`src/rtl/fetch_decode_buffer.sv`:
```
// Fetch-to-decode skid FIFO: DEPTH entries of the 132-bit fetch payload, with flush and async reset.
// Optional same-cycle bypass when empty is enabled by defining FD_BUF_BYPASS_EN.
module fetch_decode_buffer #(
  parameter int DEPTH = 2
) (
  input  logic                     clk_i,
  input  logic                     rst_n_i,
  input  logic                     in_valid_i,
  output logic                     in_ready_o,
  input  logic [63:0]              pc_i,
  input  logic [6:0]               opcode_i,
  input  logic [4:0]               rd_i,
  input  logic [9:0]               funct_i,
  input  logic [4:0]               rs1_i,
  input  logic [4:0]               rs2_i,
  input  logic [31:0]              imm_i,
  input  logic [2:0]               instr_type_i,
  input  logic                     imem_error_i,
  output logic                     out_valid_o,
  input  logic                     out_ready_i,
  output logic [63:0]              pc_o,
  output logic [6:0]               opcode_o,
  output logic [4:0]               rd_o,
  output logic [9:0]               funct_o,
  output logic [4:0]               rs1_o,
  output logic [4:0]               rs2_o,
  output logic [31:0]              imm_o,
  output logic [2:0]               instr_type_o,
  output logic                     imem_error_o,
  input  logic                     flush_i,
  output logic [$clog2(DEPTH):0]   count_o
);

  localparam int PW = $clog2(DEPTH);
  localparam int CW = PW + 1;

  typedef struct packed {
    logic [63:0] pc;
    logic [6:0]  opcode;
    logic [4:0]  rd;
    logic [9:0]  funct;
    logic [4:0]  rs1;
    logic [4:0]  rs2;
    logic [31:0] imm;
    logic [2:0]  instr_type;
    logic        imem_error;
  } fd_pkt_t;

  fd_pkt_t          mem_q [DEPTH];
  fd_pkt_t          mem_d [DEPTH];
  logic [PW-1:0]    wr_ptr_q, wr_ptr_d, rd_ptr_q, rd_ptr_d;
  logic [CW-1:0]    count_q, count_d;
  fd_pkt_t          in_pkt, out_pkt;
  logic             full, empty, byp, push, pop;

  always_comb begin
    in_pkt      = '{pc: pc_i, opcode: opcode_i, rd: rd_i, funct: funct_i, rs1: rs1_i,
                    rs2: rs2_i, imm: imm_i, instr_type: instr_type_i, imem_error: imem_error_i};
    full        = (count_q == CW'(DEPTH));
    empty       = (count_q == '0);
    in_ready_o  = ~full & ~flush_i;
`ifdef FD_BUF_BYPASS_EN
    byp         = empty & in_valid_i & ~flush_i;
`else
    byp         = 1'b0;
`endif
    out_valid_o = (~empty & ~flush_i) | byp;
    if (!out_valid_o)  out_pkt = '0;
    else if (byp)      out_pkt = in_pkt;
    else               out_pkt = mem_q[rd_ptr_q];
    // A bypassed entry consumed the same cycle never touches storage.
    push        = in_valid_i & in_ready_o & ~(byp & out_ready_i);
    pop         = out_valid_o & out_ready_i & ~empty;

    mem_d    = mem_q;
    wr_ptr_d = wr_ptr_q;
    rd_ptr_d = rd_ptr_q;
    count_d  = count_q;
    if (flush_i) begin
      wr_ptr_d = '0;
      rd_ptr_d = '0;
      count_d  = '0;
    end else begin
      if (push) begin
        mem_d[wr_ptr_q] = in_pkt;
        wr_ptr_d        = wr_ptr_q + PW'(1);
      end
      if (pop) rd_ptr_d = rd_ptr_q + PW'(1);
      count_d = count_q + CW'(push) - CW'(pop);
    end
  end

  always_ff @(posedge clk_i or negedge rst_n_i) begin
    if (!rst_n_i) begin
      wr_ptr_q <= '0;
      rd_ptr_q <= '0;
      count_q  <= '0;
      for (int i = 0; i < DEPTH; i++) mem_q[i] <= '0;
    end else begin
      wr_ptr_q <= wr_ptr_d;
      rd_ptr_q <= rd_ptr_d;
      count_q  <= count_d;
      for (int i = 0; i < DEPTH; i++) mem_q[i] <= mem_d[i];
    end
  end

  assign pc_o         = out_pkt.pc;
  assign opcode_o     = out_pkt.opcode;
  assign rd_o         = out_pkt.rd;
  assign funct_o      = out_pkt.funct;
  assign rs1_o        = out_pkt.rs1;
  assign rs2_o        = out_pkt.rs2;
  assign imm_o        = out_pkt.imm;
  assign instr_type_o = out_pkt.instr_type;
  assign imem_error_o = out_pkt.imem_error;
  assign count_o      = count_q;

endmodule

```
`config.mk`:
```
export PLATFORM = sky130hd
export DESIGN_NAME = fetch_decode_buffer
export DESIGN_NICKNAME = d
export VERILOG_FILES = /design/src/rtl/fetch_decode_buffer.sv
export SDC_FILE = /design/constraint.sdc
export NUM_CORES = 1
export LEC_CHECK = 0
export CAP_MARGIN = 10
export CORE_ASPECT_RATIO = 0.75
export CORE_MARGIN = 8
export CORE_UTILIZATION = 50
export CTS_CLUSTER_DIAMETER = 60
export DETAILED_ROUTE_END_ITERATION = 10
export PLACE_DENSITY_LB_ADDON = 0.05
export SYNTH_ARGS = -nofsm -noshare
export SYNTH_HDL_FRONTEND = slang
export SYNTH_SLANG_ARGS = --single-unit
```
`constraint.sdc`:
```
create_clock -name clk_i -period 3.6 [get_ports clk_i]
set_clock_uncertainty 0.2 [all_clocks]
set_input_delay 0.72 -clock clk_i [delete_from_list [all_inputs] [get_ports clk_i]]
set_output_delay 0.72 -clock clk_i [all_outputs]
set_load 0.05 [all_outputs]
```
==> results.txt, run 1 <==
The number of antenna violations at the first check in global routing came out at 4. The maximum net fanout on the critical path is 55. The number of setup violations in the final report came out at 0. Wires add up to 29.8 mm. The worst register-to-register path ends at count_o[0]. Internal power comes to 8610 uW. The hold path startpoint is mem_q[186]. The path class of the tightest hold or removal check is reg2reg.

The count of routing violations after the opening detailed-route iteration came out at 384. The synthesized netlist net count is 1014. The buffer levels on the longest clock path is 3. The chip height is 152 um. The startpoint identified for the worst register-to-register timing path is count_o[0].

The detail-routed via count per cell is 5.10. The worst path setup slack after routing is 0.339 ns. Summed over all nets, the switching power comes to 3860 uW.

The worst reg2reg path depth came out at 7. The share of total power in combinational logic came out at 36.1%. STA classifies the critical path startpoint as an input port. The largest area contributor in the synthesized netlist is dfrtp_1. The share of the Yosys chip area taken by registers is 54.7%.

The headroom to the max-slew limit came out at 60.1%. Post-CTS repair changed the size of 0 cells. The setup slack after placement came out at 0.333 ns.

The area of the die came out at 29800 um^2. From left edge to right edge, the die measures 197 um. The detailed-route DRC error count came out at 0.

The number of buffer cells added on primary ports is 272. The total CTS buffers is 27. The flop and latch count out of synthesis came out at 268. The ratio of final minimum period to clock period came out at 90.6%. After detailed routing, the met3 layer carries 2.04 mm of wire. STA classifies the critical path endpoint as an output pin. The global-route wire length before repair is 47.7 mm. The pin count of the biggest net entering global routing came out at 78. The share of layout cells above drive strength 1 came out at 40.3%. The number of distinct library cells after synthesis is 22. The setup path with the least slack is of type in2out. Detailed placement ended at an HPWL of 20.6 mm. TritonCTS built the clock tree. Net switching is 30.9% of the power. The worst-case IR drop observed on VDD is 0.000530 V. The average size of a mapped cell is 14.0 um^2.

Setup repair after global routing left no endpoint under its margin. The worst-case hold path end point is mem_q[186]. For this run the aggregate overflow at the end of global routing stands at 0.

The pre-antenna-repair detailed-routing pass consisted of 6 iterations. The number of hold buffers added after CTS was 1. In this run, flip-flops and latches consume 38.9% of the power.

The routed length per placed instance came out at 20.0 um. The via count of the routed design is 7595. The clock period minus final worst setup slack is 3.26 ns.

The run finished with clean final reports. The reported leakage power came out at 0.00752 uW. The number of violations of the max-capacitance limit is 0. The hold-critical path depth is 1. The later pin in the worst-skew pair is clocked with a latency of 0.51 ns. The Yosys step of the flow raised 0 warnings.

The measured slew at the worst slew-check pin is 0.599 ns. The max-slew violation total from the final report came out at 0. Setup slack on the worst reg-to-reg path comes out at 1.39 ns.

Synthesis produced 875 cells. The I/O pin total came out at 273. The critical path data arrival time came out at 2.34 ns. The number of placement rows is 49. The maximum level of the CTS H-tree is 1. The maximum clock rate is 0.307 GHz. The wire length on met1 came out at 13.4 mm. The via count of the first global-routing pass came out at 8330. The number of buffers inserted to repair setup after CTS came out at 0.

In this run the power density over the cells is 708 nW/um^2. Adding up every negative setup slack in the final design gives 0 ns. After clock tree synthesis, the clock-pin slew on the worst setup and hold paths is 0.06 ns. In the global route stage, overall resource usage came out at 19.9%. The growth of design area from synthesis to finish came out at 43.6%.

For this configuration, the core starts out at a cell density of 51.0%. The top-area cell type share of the netlist area is 54.7%. After synthesis, the cell types taking the most area are dfrtp_1, mux2_2, mux2i_1. The number of clock sinks came out at 268. The utilization of the core after routing came out at 73.3%. The summed instance area of the synthesized netlist is 12300 um^2. The congestion estimate from routability-driven global placement came to 0.722.

Per report_power, the clock group accounts for 25.1% of the total. The number of endpoints with negative hold slack in the final report is 0. The number of nets still failing antenna checks after routing came out at 0. STA puts the critical path data required time at 2.68 ns.

The core outline area is 24000 um^2. Routed signal wires occupy layers up through met5. The total length of routed met2 wires came out at 13.9 mm. The final-stage net count came out at 1275. The tree is rooted in a clkbuf_16.
## power groups by stage
stage          Sequential (uW)  Clock (uW)  Combinational, uW
2_1_floorplan             4670           0               2960
3_3_place_gp              4820           0               4450
3_5_place_dp              4860           0               4540
4_1_cts                   4840        3210               4560
5_1_grt                   5000        3340               4780
6_report                  4840        3120               4500
## layer usage
layer,track usage [%],up-vias
met1,27.2,3817
met4,3.79,6
li1,-,3564
met5,0,-
met2,31.5,173
met3,5.91,35
## synthesized netlist by cell type (all sizes together)
library cell,n
and2,1
buf,40
clkbuf,18
dfrtp,268
ha,2
inv,4
mux2,264
mux2i,133
nand2,2
nand2b,1
nor2,134
nor2b,2
nor4,1
o211ai,1
o21ai,1
or4b,1
xnor2,1
xor2,1
## worst max path at each step
stage | from | end | slack, ns | depth (start not counted)
3_3_place_gp | flush_i | pc_o[5] | 0.36 | 6
4_1_cts | flush_i | pc_o[17] | 0.33 | 6
6_report | flush_i | pc_o[32] | 0.34 | 6
5_1_grt | flush_i | pc_o[5] | 0.20 | 6
3_5_place_dp | flush_i | imm_o[0] | 0.33 | 6
2_1_floorplan | flush_i | funct_o[5] | 0.65 | 5
## cell families (layout without fill, tap and decap cells)
kind of cell | count (synthesis) | count (layout) | synth area share [%]
xor gates and xnor gates | 2 | 2 | 0.143
adders and majority gates | 2 | 2 | 0.204
AOI/OAI and AO/OA | 2 | 2 | 0.102
buffers and inverters | 62 | 343 | 2.70
muxes | 397 | 397 | 37.5
other | 0 | 1 | 0
and+or+nand+nor | 142 | 142 | 4.61
DFF | 268 | 268 | 54.7
## critical path, cell delays in order
cell,delay (ns)
clkdlybuf4s50_1,0.61
inv_1,0.14
o21ai_4,0.20
buf_12,0.29
nor2_1,0.14
buf_12,0.17
## through the flow
step / cells / hold WS (ns) / instance area (um^2) / total power (uW)
final: 1488 / 0.304 / 17600 / 12500
after global placement: 1437 / 0.287 / 16600 / 9270
after floorplan: 875 / 0.224 / 12300 / 7630
after global routing: 1488 / 0.313 / 17600 / 13100
after detailed placement: 1437 / 0.293 / 16600 / 9400
after CTS: 1487 / 0.309 / 17600 / 12600
## registers in the layout, indices dropped and copies added, names as in the netlist
name      cells
mem_q       264
count_o       2
rd_ptr_q      1
wr_ptr_q      1
## layout by cell type, fill, tap and decap left out, drive strengths merged
cell / netlist / routed
xor2: 1 / 1
mux2i: 133 / 133
nor2: 134 / 134
nor2b: 2 / 2
nand2: 2 / 2
xnor2: 1 / 1
ha: 2 / 2
bufinv: 0 / 7
buf: 40 / 151
clkinvlp: 0 / 3
o21ai: 1 / 1
clkinv: 0 / 4
mux2: 264 / 264
or4b: 1 / 1
nor4: 1 / 1
and2: 1 / 1
o211ai: 1 / 1
clkdlybuf4s50: 0 / 138
dfrtp: 268 / 268
diode: 0 / 1
dlygate4sd3: 0 / 1
inv: 4 / 6
clkbuf: 18 / 33
nand2b: 1 / 1
## cell type report
cell class,instances,area (um^2)
clock buffers,33,728
repair buffers,290,4220
diodes,1,2.50
flip-flops and latches,268,6710
fillers,1609,6420
well taps,331,414
clock inverters,16,270
multi-input cells,545,5250
inverters,4,15.0
Note: power is estimated with default switching activity, not from simulation.
==> run 2: changes to the inputs <==
==> constraint.sdc (replaced) <==
create_clock -name clk_i -period 3.6 [get_ports clk_i]
set_clock_uncertainty 0.2 [all_clocks]
set_input_delay 0.9 -clock clk_i [delete_from_list [all_inputs] [get_ports clk_i]]
set_output_delay 0.9 -clock clk_i [all_outputs]
set_load 0.05 [all_outputs]
==> results.txt, run 2 (synthesis gave the netlist of run 1 again) <==
The run finished with clean final reports. The power per cell area came out at 689 nW/um^2 (-2.6%). In the layout the commonest cells are dfrtp_1, mux2_2, buf_12, clkdlybuf4s50_1, nor2_1. The chip width is 197 um (unchanged). The number of cells upsized or downsized after cts is 0 (unchanged).

The total negative setup slack came out at 0 ns (unchanged). The routed length per placed instance came out at 20.2 um (+1.2%). The number of violations of the max-capacitance limit is 0 (unchanged). The switching part of the total power came to 31.3% (+0.33 points). The setup slack after placement is 0.144 ns (-0.188 ns). The worst path setup slack after routing is 0.123 ns (-0.216 ns). The core outline area is 24000 um^2 (unchanged). The worst-case vdd ir drop is 0.000455 V (-14%). The flip-flop count of the largest register, all copies and words added came out at 264 (unchanged). The switching power is 3820 uW (-0.99%). The buffer levels on the longest clock path is 3 (unchanged). The I/O pin total came out at 273 (unchanged). The count of routing violations after the opening detailed-route iteration is 281 (-27%). The required time of the worst setup path came out at 2.50 ns (-0.18 ns). The chip height came out at 152 um (unchanged).

The detail-routed via count per cell came out at 5.19 (+1.7%). The number of buffer cells added on primary ports came to 272 (unchanged). The number of clock sinks came out at 268 (unchanged). The maximum net fanout on the critical path is 40 (-27%). The growth of design area from synthesis to finish is 44.4%. The final weighted congestion in routability-driven placement is 0.703 (-2.6%). The area of the die came out at 29800 um^2 (unchanged). The register with the most flip-flops is mem_q. The number of nets still failing antenna checks after routing came out at 0 (unchanged). The ratio of final minimum period to clock period is 96.6% (+6.0 points).

The number of placement rows is 49 (unchanged). The maximum clock rate came to 0.288 GHz (-6.2%). The share of total power in combinational logic came out at 37.2% (+1.1 points). The detailed-route DRC error count is 0 (unchanged). The number of setup violations in the final report was 0 (unchanged). The measured slew at the worst slew-check pin came out at 0.597 ns (-0.00188 ns). The utilization of the core after routing came out at 73.7% (+0.41 points). The most common library cell in the layout ignoring fill and taps is dfrtp_1.

The headroom to the max-slew limit is 60.2% (+0.13 points). The tree is rooted in a clkbuf_16. The number of buffers inserted to repair setup after CTS was 0 (unchanged). STA classifies the critical path startpoint as an input port. The clock latency on the worst-skew pair was 0.52 ns (about the same).

Setup repair after global routing left no endpoint under its margin. The number of buffers added to fix hold violations after cts came to 0 (-1). The initial core utilization came out at 51.0% (unchanged). STA classifies the critical path endpoint as an output pin. The design internal power came out at 8390 uW (-2.5%).

The start of the worst register-to-register path is count_o[1]. The fraction of power consumed by sequential logic is 39.7% (+0.8 points). The aggregate global routing overflow was 0 (unchanged).

The share of total power in the clock network is 23.1% (-2.0 points). The final-stage net count came out at 1281 (+0.47%). The via count of the first global-routing pass came out at 8544 (+2.6%). The number of fill cells came out at 1600 (-0.56%). The critical path is of the in2out type.

The worst hold slack after final layout is 0.0875 ns (-0.217 ns). The register-to-register path setup slack is 1.27 ns (-0.12 ns). The total CTS buffers is 27 (unchanged). The post-DP HPWL came out at 21.2 mm (+3.1%). The via count of the routed design is 7762 (+2.2%). The global-route wire length before repair is 48.6 mm (+1.8%). The number of antenna violations at the first check in global routing is 2 (-2). The first-pass iteration count of the detailed router came to 4 (-2). The CTS tree is built.

The routed wire length is 30.3 mm (+1.6%). The max-slew violation total from the final report came out at 0 (unchanged). The reported leakage power is 0.00756 uW (+0.59%). The number of endpoints with negative hold slack in the final report is 0 (unchanged). The global router's overall resource usage is 20.4% (+0.45 points). The critical path data arrival time was 2.38 ns (+0.04 ns). The register clock-pin slew on the reported worst setup and hold paths was 0.06 ns (about the same). The maximum level of the CTS H-tree is 1 (unchanged). The clock period minus final worst setup slack is 3.48 ns (+0.216 ns). The class of the tightest hold or removal check is in2async. The pin count of the biggest net entering global routing is 80 (+2.6%). The share of layout cells above drive strength 1 was 40.7% (+0.43 points). The start point of the critical path is flush_i.
run 2: cell count changes in the layout (fill, tap and decap cells not counted), sizes merged:
cell,before,now
dlygate4sd3,1,0
inv,6,5
clkinv,4,5
diode,1,3
clkdlybuf4s50,138,137
clkinvlp,3,0
buf,151,159
bufinv,7,1
clkbuf,33,41
run 2: power groups by stage:
stage                     logic (uW)  registers [uW]  clock network [uW]
after floorplan                 2960            4670                   0
after global placement          4500            4820                   0
after detailed placement        4600            4880                   0
after CTS                       4600            4860                2890
after global routing            4830            5010                2990
final                           4540            4850                2820
run 2: final cells by class:
type | count | area (um^2) | area share, %
Clock inverter | 7 | 63.8 | 0.360
Clock buffer | 41 | 838 | 4.73
Tap cell | 331 | 414 | 2.34
Antenna cell | 3 | 7.51 | 0.0424
Timing Repair Buffer | 296 | 4410 | 24.9
Inverter | 4 | 15.0 | 0.0848
Sequential cell | 268 | 6710 | 37.9
Multi-Input combinational cell | 545 | 5250 | 29.6
run 2: worst max-delay path, stage by stage:
cell and delay [ns]:
clkdlybuf4s50_1 0.43, inv_1 0.14, o21ai_4 0.10, buf_12 0.19
buf_12 0.18, nor2_1 0.23, buf_12 0.18
run 2: final timing paths:
path,cells after the start,end
hold reg to reg,1,mem_q[171]
setup reg to reg,9,count_o[1]
hold / removal,1,mem_q[16]
min in group clk_i,1,mem_q[171]
max in group asynchronous,2,mem_q[52]
setup / recovery,7,funct_o[0]
run 2: through the flow:
step	instances	total power, uW	cell area (um^2)
6_report	1495	12200	17700
3_5_place_dp	1444	9470	16800
5_1_grt	1492	12800	17700
3_3_place_gp	1444	9320	16800
4_1_cts	1492	12400	17700
2_1_floorplan	875	7630	12300
run 2: layer usage:
| metal | up-vias | wire length (um) | global-route usage [%] |
|---|---|---|---|
| li1 | 3578 | - | - |
| met1 | 3966 | 13200 | 27.1 |
| met2 | 177 | 14400 | 32.8 |
| met3 | 37 | 2190 | 6.62 |
| met4 | 4 | 415 | 3.79 |
| met5 | - | 23 | 0 |
==> run 3: changes to the inputs <==
Settings changed: REMOVE_ABC_BUFFERS from default to 1, SKIP_CTS_REPAIR_TIMING from default to 1, SLEW_MARGIN from default to 20.
==> results.txt, run 3 (synthesis gave the netlist of run 1 again) <==
The final weighted congestion in routability-driven placement came to 0.739 (+5.1%). The worst path setup slack after routing is 0.156 ns (+0.0328 ns). STA classifies the critical path startpoint as an input port. The number of fill cells was 1589 (-0.69%). Leaving out fill and tap cells, the most frequent cells in the layout are dfrtp_1, mux2_2, buf_12, clkdlybuf4s50_1, nor2_1. The register area is 6710 um^2 (unchanged). The post-DP HPWL is 21.1 mm (-0.62%). STA classifies the critical path endpoint as an output pin.

The required time of the worst setup path is 2.50 ns (about the same). The kind of critical path is in2out. The number of buffer cells added on primary ports came to 272 (unchanged). The core outline area came to 24000 um^2 (unchanged). The dominant cell type by count on the critical path is buf_12. The detail-routed via count per cell is 5.22 (+0.59%). The via count of the routed design is 7771 (+0.12%). The final-stage net count came out at 1279 (-0.16%). The number of antenna violations at the first check in global routing came out at 5 (+3). The max-slew violation total from the final report was 0 (unchanged). The utilization of the core after routing is 73.3% (-0.37 points).

The measured slew at the worst slew-check pin is 0.653 ns (+0.0564 ns). The pin count of the biggest net entering global routing is 87 (+8.8%). The reported leakage power came out at 0.00751 uW (-0.75%). The number of clock sinks came out at 268 (unchanged). The number of nets still failing antenna checks after routing is 0 (unchanged). The chip width is 197 um (unchanged).

The number of setup violations in the final report came to 0 (unchanged). The count of routing violations after the opening detailed-route iteration was 351 (+25%). The register clock-pin slew on the reported worst setup and hold paths came out at 0.06 ns (about the same).

The power per cell area is 682 nW/um^2 (-1.0%). The total CTS buffers came to 27 (unchanged). The aggregate global routing overflow came to 0 (unchanged). The ratio of final minimum period to clock period came out at 95.7% (-0.91 points). The setup slack after placement is 0.180 ns (+0.0352 ns). The kind of cell with the highest combined delay along the critical path is buffers and inverters. The maximum net fanout on the critical path is 70 (+75%).

The routed wire length is 29.9 mm (-1.2%). The worst-case vdd ir drop is 0.000381 V (-16%). The area of the die came out at 29800 um^2 (unchanged). The clock latency on the worst-skew pair is 0.52 ns (about the same). In this run the worst hold path is classified as in2async.

The maximum level of the CTS H-tree is 1 (unchanged). The via count of the first global-routing pass came out at 8344 (-2.3%). The stage delay of the slowest cell on the critical path was 0.42 ns (about the same).

Setup repair after global routing left no endpoint under its margin. The flip-flop count of the largest register, all copies and words added was 264 (unchanged). The growth of design area from synthesis to finish is 43.7%. TritonCTS built the clock tree. The global-route wire length before repair came out at 47.5 mm (-2.2%). The maximum clock rate is 0.290 GHz (+0.95%).

The chip height is 152 um (unchanged). The detailed-route DRC error count came out at 0 (unchanged). The most common library cell in the layout ignoring fill and taps is dfrtp_1. The number of placement rows came out at 49 (unchanged). Walking the worst path, the cells encountered are clkdlybuf4s50_1, inv_1, o21ai_4, buf_12, nor2_1, buf_12. The number of violations of the max-capacitance limit is 0 (unchanged). The buffer levels on the longest clock path came out at 3 (unchanged). The cell with the largest stage delay on the worst path is clkdlybuf4s50_1. The I/O pin total was 273 (unchanged). The headroom to the max-slew limit is 56.4% (-3.8 points).

The combined area of the multi-input logic cells came out at 5250 um^2 (unchanged). The total negative setup slack came out at 0 ns (unchanged). The combined buffer and inverter count along the critical path came out at 4 (-1). The clock period minus final worst setup slack is 3.44 ns (-0.0328 ns). The tree is rooted in a clkbuf_16. The routed length per placed instance is 20.1 um (-0.73%).

The global router's overall resource usage is 19.8% (-0.59 points). The number of endpoints with negative hold slack in the final report came out at 0 (unchanged). Counting flops per register, the top entry is mem_q. The critical path data arrival time is 2.34 ns (-0.04 ns). The first-pass iteration count of the detailed router is 4 (unchanged). The initial core utilization is 51.0% (unchanged). The share of layout cells above drive strength 1 is 40.1% (-0.65 points). The flow ran to the end, and the final reports show no timing, DRC or antenna violations.
[run 3: changes by cell type in the layout (fill, tap and decap cells not counted), sizes merged]
cell | before | now
buf | 159 | 157
inv | 5 | 4
clkinv | 5 | 3
bufinv | 1 | 0
diode | 3 | 2
[run 3: power by group]
part           leakage, uW  switching, uW  total (uW)  internal (uW)
clock network     0.000403           1110        2620           1510
logic              0.00393           2030        4550           2520
registers          0.00318            653        4840           4190
total              0.00751           3790       12000           8230
[run 3: per-stage QoR]
stage	cells	area, um^2	hold WS, ns	power [uW]
final	1488	17600	0.134	12000
after global placement	1442	16800	0.286	9330
after detailed placement	1442	16800	0.294	9450
after global routing	1486	17600	0.157	12600
after floorplan	817	11900	0.280	7790
after CTS	1486	17600	0.150	12100
[run 3: cell type report]
| type | instances | share of cell area, % |
|---|---|---|
| Antenna cell | 2 | 0.0284 |
| Clock buffer | 41 | 4.53 |
| Clock inverter | 3 | 0.107 |
| Inverter | 4 | 0.0852 |
| Multi-Input combinational cell | 545 | 29.8 |
| Sequential cell | 268 | 38.1 |
| Tap cell | 331 | 2.35 |
| Timing Repair Buffer | 294 | 25.0 |
[run 3: final timing paths]
kind | from | cells past startpoint | end | slack [ns]
worst max-delay path | flush_i | 6 | imm_o[2] | 0.16
worst min-delay path | rst_n_i | 1 | mem_q[36] | 0.13
worst max register to register | count_o[0] | 8 | count_o[0] | 1.23
worst min register to register | mem_q[253] | 1 | mem_q[253] | 0.30
max in group asynchronous | rst_n_i | 2 | mem_q[14] | 2.24
min in group clk_i | mem_q[253] | 1 | mem_q[253] | 0.30
[run 3: routing by layer]
metal / wire length [um] / share of wire [%] / GRT usage, %
met2: 13900 / 47 / 30.9
met3: 2090 / 7.0 / 6.16
met5: 68 / 0.23 / 0
met4: 429 / 1.4 / 3.75
met1: 13400 / 45 / 27.2
[run 3: worst register-to-register path, cell delays in order (launching register included)]
cell     delay [ns]
dfrtp_1        0.47
o21ai_4        0.24
buf_12         0.29
inv_1          0.15
and2_1         0.21
ha_1           0.27
inv_1          0.04
ha_1           0.25
nor2b_1        0.14
